`config.mk`:
```
export PLATFORM = sky130hd
export DESIGN_NAME = gcd_engine
export DESIGN_NICKNAME = d
export VERILOG_FILES = /design/src/rtl/gcd_pkg.sv /design/src/rtl/gcd_step.sv /design/src/rtl/gcd_engine.sv
export SDC_FILE = /design/constraint.sdc
export NUM_CORES = 1
export LEC_CHECK = 0
export BUFFER_PORTS_ARGS = -buffer_cell sky130_fd_sc_hd__buf_4
export CAP_MARGIN = 20
export CORE_MARGIN = 2
export CORE_UTILIZATION = 57
export DETAILED_ROUTE_END_ITERATION = 8
export GPL_ROUTABILITY_DRIVEN = 0
export PLACE_DENSITY = 0.8
export SYNTH_ARGS = -nofsm -noshare
export SYNTH_HDL_FRONTEND = slang
export SYNTH_SLANG_ARGS = --single-unit
```
`constraint.sdc`:
```
create_clock -name clk -period 4.2 [get_ports clk]
set_input_delay 0.21 -clock clk [delete_from_list [all_inputs] [get_ports clk]]
set_output_delay 0.21 -clock clk [all_outputs]
set_load 0.01 [all_outputs]
```
`src/rtl/gcd_pkg.sv`:
```
// gcd_pkg: shared types for the GCD engine.
//   state_t     - engine FSM states
//   MODE_EUCLID - subtractive Euclid reduction
//   MODE_STEIN  - binary (Stein) reduction
package gcd_pkg;

  typedef enum logic [2:0] {
    IDLE   = 3'd0,
    SUB    = 3'd1,
    SHIFT  = 3'd2,
    REDUCE = 3'd3,
    DONE   = 3'd4
  } state_t;

  localparam logic MODE_EUCLID = 1'b0;
  localparam logic MODE_STEIN  = 1'b1;

endpackage

```
`src/rtl/gcd_step.sv`:
```
// gcd_step: purely combinational single-step reduction for the GCD engine.
// Ports:
//   state      - current engine state (only SUB/SHIFT/REDUCE do anything)
//   a, b, k    - current working operands and common power-of-two count
//   a_nxt/b_nxt/k_nxt - operand values after this step
//   finish     - this step terminates the computation
//   strip_done - SHIFT has no more common factors of two to strip
//   result     - final gcd, meaningful when finish is high
module gcd_step
  import gcd_pkg::*;
#(
  parameter int WIDTH = 16,
  parameter int K_W   = 5
) (
  input  state_t           state,
  input  logic [WIDTH-1:0] a,
  input  logic [WIDTH-1:0] b,
  input  logic [K_W-1:0]   k,
  output logic [WIDTH-1:0] a_nxt,
  output logic [WIDTH-1:0] b_nxt,
  output logic [K_W-1:0]   k_nxt,
  output logic             finish,
  output logic             strip_done,
  output logic [WIDTH-1:0] result
);

  logic [WIDTH-1:0] a_minus_b;
  logic [WIDTH-1:0] b_minus_a;

  // Only the difference selected by the a>b compare is ever used, so the
  // chosen one never underflows.
  assign a_minus_b = a - b;
  assign b_minus_a = b - a;

  always_comb begin
    a_nxt      = a;
    b_nxt      = b;
    k_nxt      = k;
    finish     = 1'b0;
    strip_done = 1'b0;
    result     = a;
    case (state)
      SUB: begin
        if (a == b)     finish = 1'b1;
        else if (a > b) a_nxt  = a_minus_b;
        else            b_nxt  = b_minus_a;
      end
      SHIFT: begin
        if (!a[0] && !b[0]) begin
          a_nxt = a >> 1;
          b_nxt = b >> 1;
          k_nxt = k + 1'b1;
        end else begin
          strip_done = 1'b1;
        end
      end
      REDUCE: begin
        if (!a[0])          a_nxt = a >> 1;
        else if (!b[0])     b_nxt = b >> 1;
        else if (a == b) begin
          finish = 1'b1;
          // k never exceeds the trailing zeros stripped, so this cannot overflow.
          result = a << k;
        end
        else if (a > b)     a_nxt = a_minus_b >> 1;
        else                b_nxt = b_minus_a >> 1;
      end
      default: ;
    endcase
  end

endmodule

```
`src/rtl/gcd_engine.sv`:
```
// gcd_engine: handshaked GCD engine, Euclid or Stein selectable per request.
// Ports:
//   clk, rst                  - clock, async active-high reset
//   in_valid/in_ready         - request handshake (ready only in IDLE)
//   in_a, in_b, in_mode       - operands and mode, sampled on accept
//   out_valid/out_ready       - result handshake, result held until taken
//   out_gcd, out_cycles       - result and saturating compute-cycle count
//   busy                      - engine is not in IDLE
//
// state  | meaning
// IDLE   | waiting for a request
// SUB    | Euclid subtractive step
// SHIFT  | Stein: stripping common factors of two
// REDUCE | Stein: binary reduction
// DONE   | result presented, waiting for out_ready
module gcd_engine
  import gcd_pkg::*;
#(
  parameter int WIDTH = 16,
  parameter int CNT_W = 16
) (
  input  logic             clk,
  input  logic             rst,
  input  logic             in_valid,
  output logic             in_ready,
  input  logic [WIDTH-1:0] in_a,
  input  logic [WIDTH-1:0] in_b,
  input  logic             in_mode,
  output logic             out_valid,
  input  logic             out_ready,
  output logic [WIDTH-1:0] out_gcd,
  output logic [CNT_W-1:0] out_cycles,
  output logic             busy
);

  localparam int K_W = $clog2(WIDTH + 1);

  state_t           state, state_nxt;
  logic [WIDTH-1:0] a_q, b_q, a_d, b_d;
  logic [WIDTH-1:0] gcd_q, gcd_d;
  logic [K_W-1:0]   k_q, k_d;
  logic [CNT_W-1:0] cyc_q, cyc_d;

  logic [WIDTH-1:0] a_s, b_s, result;
  logic [K_W-1:0]   k_s;
  logic             finish, strip_done;
  logic             accept;

  gcd_step #(.WIDTH(WIDTH), .K_W(K_W)) u_step (
    .state      (state),
    .a          (a_q),
    .b          (b_q),
    .k          (k_q),
    .a_nxt      (a_s),
    .b_nxt      (b_s),
    .k_nxt      (k_s),
    .finish     (finish),
    .strip_done (strip_done),
    .result     (result)
  );

  // Held low while reset is asserted so no request appears accepted then.
  assign in_ready   = (state == IDLE) && !rst;
  assign accept     = in_valid && in_ready;
  assign busy       = (state != IDLE);
  assign out_valid  = (state == DONE);
  assign out_gcd    = gcd_q;
  assign out_cycles = cyc_q;

  always_comb begin
    state_nxt = state;
    a_d       = a_q;
    b_d       = b_q;
    k_d       = k_q;
    cyc_d     = cyc_q;
    gcd_d     = gcd_q;
    case (state)
      IDLE: begin
        if (accept) begin
          a_d   = in_a;
          b_d   = in_b;
          k_d   = '0;
          cyc_d = '0;
          // The mode is carried by the state choice itself; no register needed.
          if (in_a == '0 || in_b == '0) begin
            gcd_d     = in_a | in_b;
            state_nxt = DONE;
          end else begin
            state_nxt = (in_mode == MODE_STEIN) ? SHIFT : SUB;
          end
        end
      end
      SUB, SHIFT, REDUCE: begin
        a_d   = a_s;
        b_d   = b_s;
        k_d   = k_s;
        cyc_d = (&cyc_q) ? cyc_q : cyc_q + 1'b1;
        if (finish) begin
          gcd_d     = result;
          state_nxt = DONE;
        end else if (state == SHIFT && strip_done) begin
          state_nxt = REDUCE;
        end
      end
      DONE: begin
        if (out_ready) state_nxt = IDLE;
      end
      default: state_nxt = IDLE;
    endcase
  end

  always_ff @(posedge clk or posedge rst) begin
    if (rst) begin
      state <= IDLE;
      a_q   <= '0;
      b_q   <= '0;
      k_q   <= '0;
      cyc_q <= '0;
      gcd_q <= '0;
    end else begin
      state <= state_nxt;
      a_q   <= a_d;
      b_q   <= b_d;
      k_q   <= k_d;
      cyc_q <= cyc_d;
      gcd_q <= gcd_d;
    end
  end

endmodule

```
==> impl_metrics.yaml <==
global_routing:
  grt_use_total_pct: 33.0
  grt_max_degree: 73
  grt_pass1_vias: 6433
  grt_overflow: 0
  grt_pass1_wl_um: 33800
  antenna_found_initial: 0
detailed_routing:
  drcViolationCount: 0
  avgRoutedWirePerCell_um: 20.8
  vias: 7074
  wirelength_um: 21300
  final_antenna_net_count: 0
  drt-initial-drc-count: 880
  routed_via_density: 6.91
  first_pass_iters: 8
final_layout:
  seqCellArea_mm2: 0.00180
  multi_input_area_mm2: 0.00459
  drive_above_1_share_pct: 16.6
  syn_to_final_growth_pct: 13.1
  nNetsFinal: 944
  n_antenna_cell: 0
  fillers: 939
die:
  rows: 40
  start_util_pct: 57.8
  coreArea_mm2: 0.0119
  ios: 72
  die_y_um: 114
  fp.dieW_um: 114
  die_area_mm2: 0.0129
clocking:
  cts_buffers: 9
  htree_num_levels: 3
  cts_sinks: 72
  cts-resized-gates: 0
  cts-root-buf: "clkbuf_16"
  clock_latency_ps: 350
  path_clk_slew_ps: 60
  cts_tree: "built"
  cts-hold-fix-buffers: 0
  postCtsSetupBuffers: 0
  clockBufferDepth: 2
synthesis:
  ys_types: 88
  yosys_warnings: 0
  postSynthAreaPerCell_um2: 8.22
  synth_nets: 907
  synthArstFlopShare_pct: 100
  ys_ff_latch: 72
  ys_seq_area_share_pct: 26.3
  syn_area_mm2: 0.00685
  ys.flop_type: "dfrtp_1"
  syn_inst: 834
  synth-edff-count: 0
worst_setup_path:
  worstPathMaxFanout: 19
  critPathCaptureType: "register"
  critPathMaxStageDelay_ps: 660
  critPathLaunchType: "register"
  crit_path_cell_trace: "inv_1 > ha_1 > nand4_1 > nor4_4 > a31oi_4 > o21ai_2 > or2_1 > mux2_2"
  cp_data_required_time_ps: 4430
  crit_slowest_cell: "ha_1"
  worst-setup-path-type: "register to register"
  arrival_ps: 3920
placed_design:
  dpl.hpwl_um: 15600
  port_buffers: 71
sta:
  hold_viol: 0
  maxSlewViolCount: 0
  rsz0062_at_grt: "no"
  layout_min_cycle_time_ps: 3680
  max_freq_ghz: 0.272
  relSlewSlack_pct: 38.2
  fin_crit_sh_pct: 87.7
  finalSetupViolations: 0
  fin_skew_ps: 5.00
  tns_ps: 0
  worst_pin_slew_ps: 928
job:
  maxCapViolations: 0
hold_path:
  hold_class: "input pin to register"
outcome:
  outcome: "complete, no violations"
==> worst paths after layout <==
check | startpoint | endpoint | slack [ps] | cells past startpoint
max | a_q[12]$_DFFE_PP0P_ | a_q[7]$_DFFE_PP0P_ | 520 | 8
min | out_ready | state[2]$_DFFE_PP0P_ | 70 | 2
max reg2reg | a_q[12]$_DFFE_PP0P_ | a_q[7]$_DFFE_PP0P_ | 520 | 8
min reg2reg | out_gcd[6]$_DFFE_PP0P_ | out_gcd[6]$_DFFE_PP0P_ | 480 | 2
max in group asynchronous | rst | b_q[10]$_DFFE_PP0P_ | 3430 | 3
min in group asynchronous | rst | out_cycles[2]$_DFFE_PP0P_ | 170 | 3
==> final cells by class <==
type,instances,share of cell area [%]
multi-input combinational,657,59.2
sequential,72,23.2
timing repair buffer,85,8.23
clock buffer,12,3.44
tap,147,2.37
inverter,46,2.23
clock inverter,4,1.27
==> critical path: cells and delay by family, from the launching register on <==
family                   cells  cell delay (ps)
buffers and inverters        1               80
adder cells (fa/ha/maj)      1              660
multiplexers                 1              390
AND/OR/NAND/NOR              3             1340
AO/OA/AOI/OAI                2              550
flip-flops                   1              550
==> logic make-up after synthesis <==
family                     count (synthesis)  synth area share [%]
DFF                                       72                  26.3
xor gates and xnor gates                  38                  4.86
and+or+nand+nor                          288                  20.6
buffers and inverters                    105                  6.83
AOI/OAI and AO/OA                        269                  28.4
muxes                                     26                  6.24
adders and majority gates                 36                  6.79
==> flip-flops by register name, indices dropped and copies added, names as in the netlist <==
signal and count:
b_q 16, out_cycles 16, a_q 16, state 3
k_q 5, out_gcd 16
==> metal layers <==
| layer | vias up | wire length [um] | global-route usage (%) |
|---|---|---|---|
| met5 | - | 0 | 0 |
| met4 | 0 | 1080 | 18.1 |
| met3 | 102 | 2320 | 6.75 |
| met2 | 471 | 9420 | 49.4 |
| met1 | 3325 | 8460 | 45.0 |
| li1 | 3176 | - | - |
==> cells in the mapped netlist, types with 17 or more instances <==
master,number,area share [%]
nor3_1,21,1.5
clkbuf_1,31,1.7
xnor2_1,22,2.8
buf_2,17,1.2
nand3_1,18,1.3
o31ai_1,40,4.4
ha_1,34,6.2
nand2_1,96,5.3
dfrtp_1,72,26
a221oi_1,19,2.4
o21ai_0,46,3.4
inv_1,45,2.5
nor2_1,76,4.2
a21oi_1,51,3.7
==> stage by stage <==
step	instances	hold slack (ps)	setup slack (ps)	utilization [%]	area, um^2
after floorplan	834	318	915	-	6850
after global placement	1006	421	881	62.2	7380
after detailed placement	1006	418	666	62.2	7380
after CTS	1022	74.7	660	65.3	7750
after global routing	1023	97.0	358	65.4	7750
final	1023	66.9	518	65.4	7750
==> cell usage in the layout (no fill, tap or decap), drive strengths merged, types with 7 or more instances in the layout <==
cell type / instances
a211oi: 9
a21o: 14
a21oi: 53
a221o: 7
a221oi: 20
a31oi: 9
buf: 85
clkbuf: 12
dfrtp: 72
ha: 34
inv: 46
mux2i: 9
mux4: 13
nand2: 97
nand3: 19
nand4: 13
nor2: 77
nor3: 21
nor4: 10
o211ai: 7
o21ai: 52
o22ai: 8
o31ai: 43
or3: 8
xnor2: 22
xor2: 16
Power is left out: the tool's default activity adds up to more than one toggle a clock period on the data nets, which glitch-free logic cannot reach.
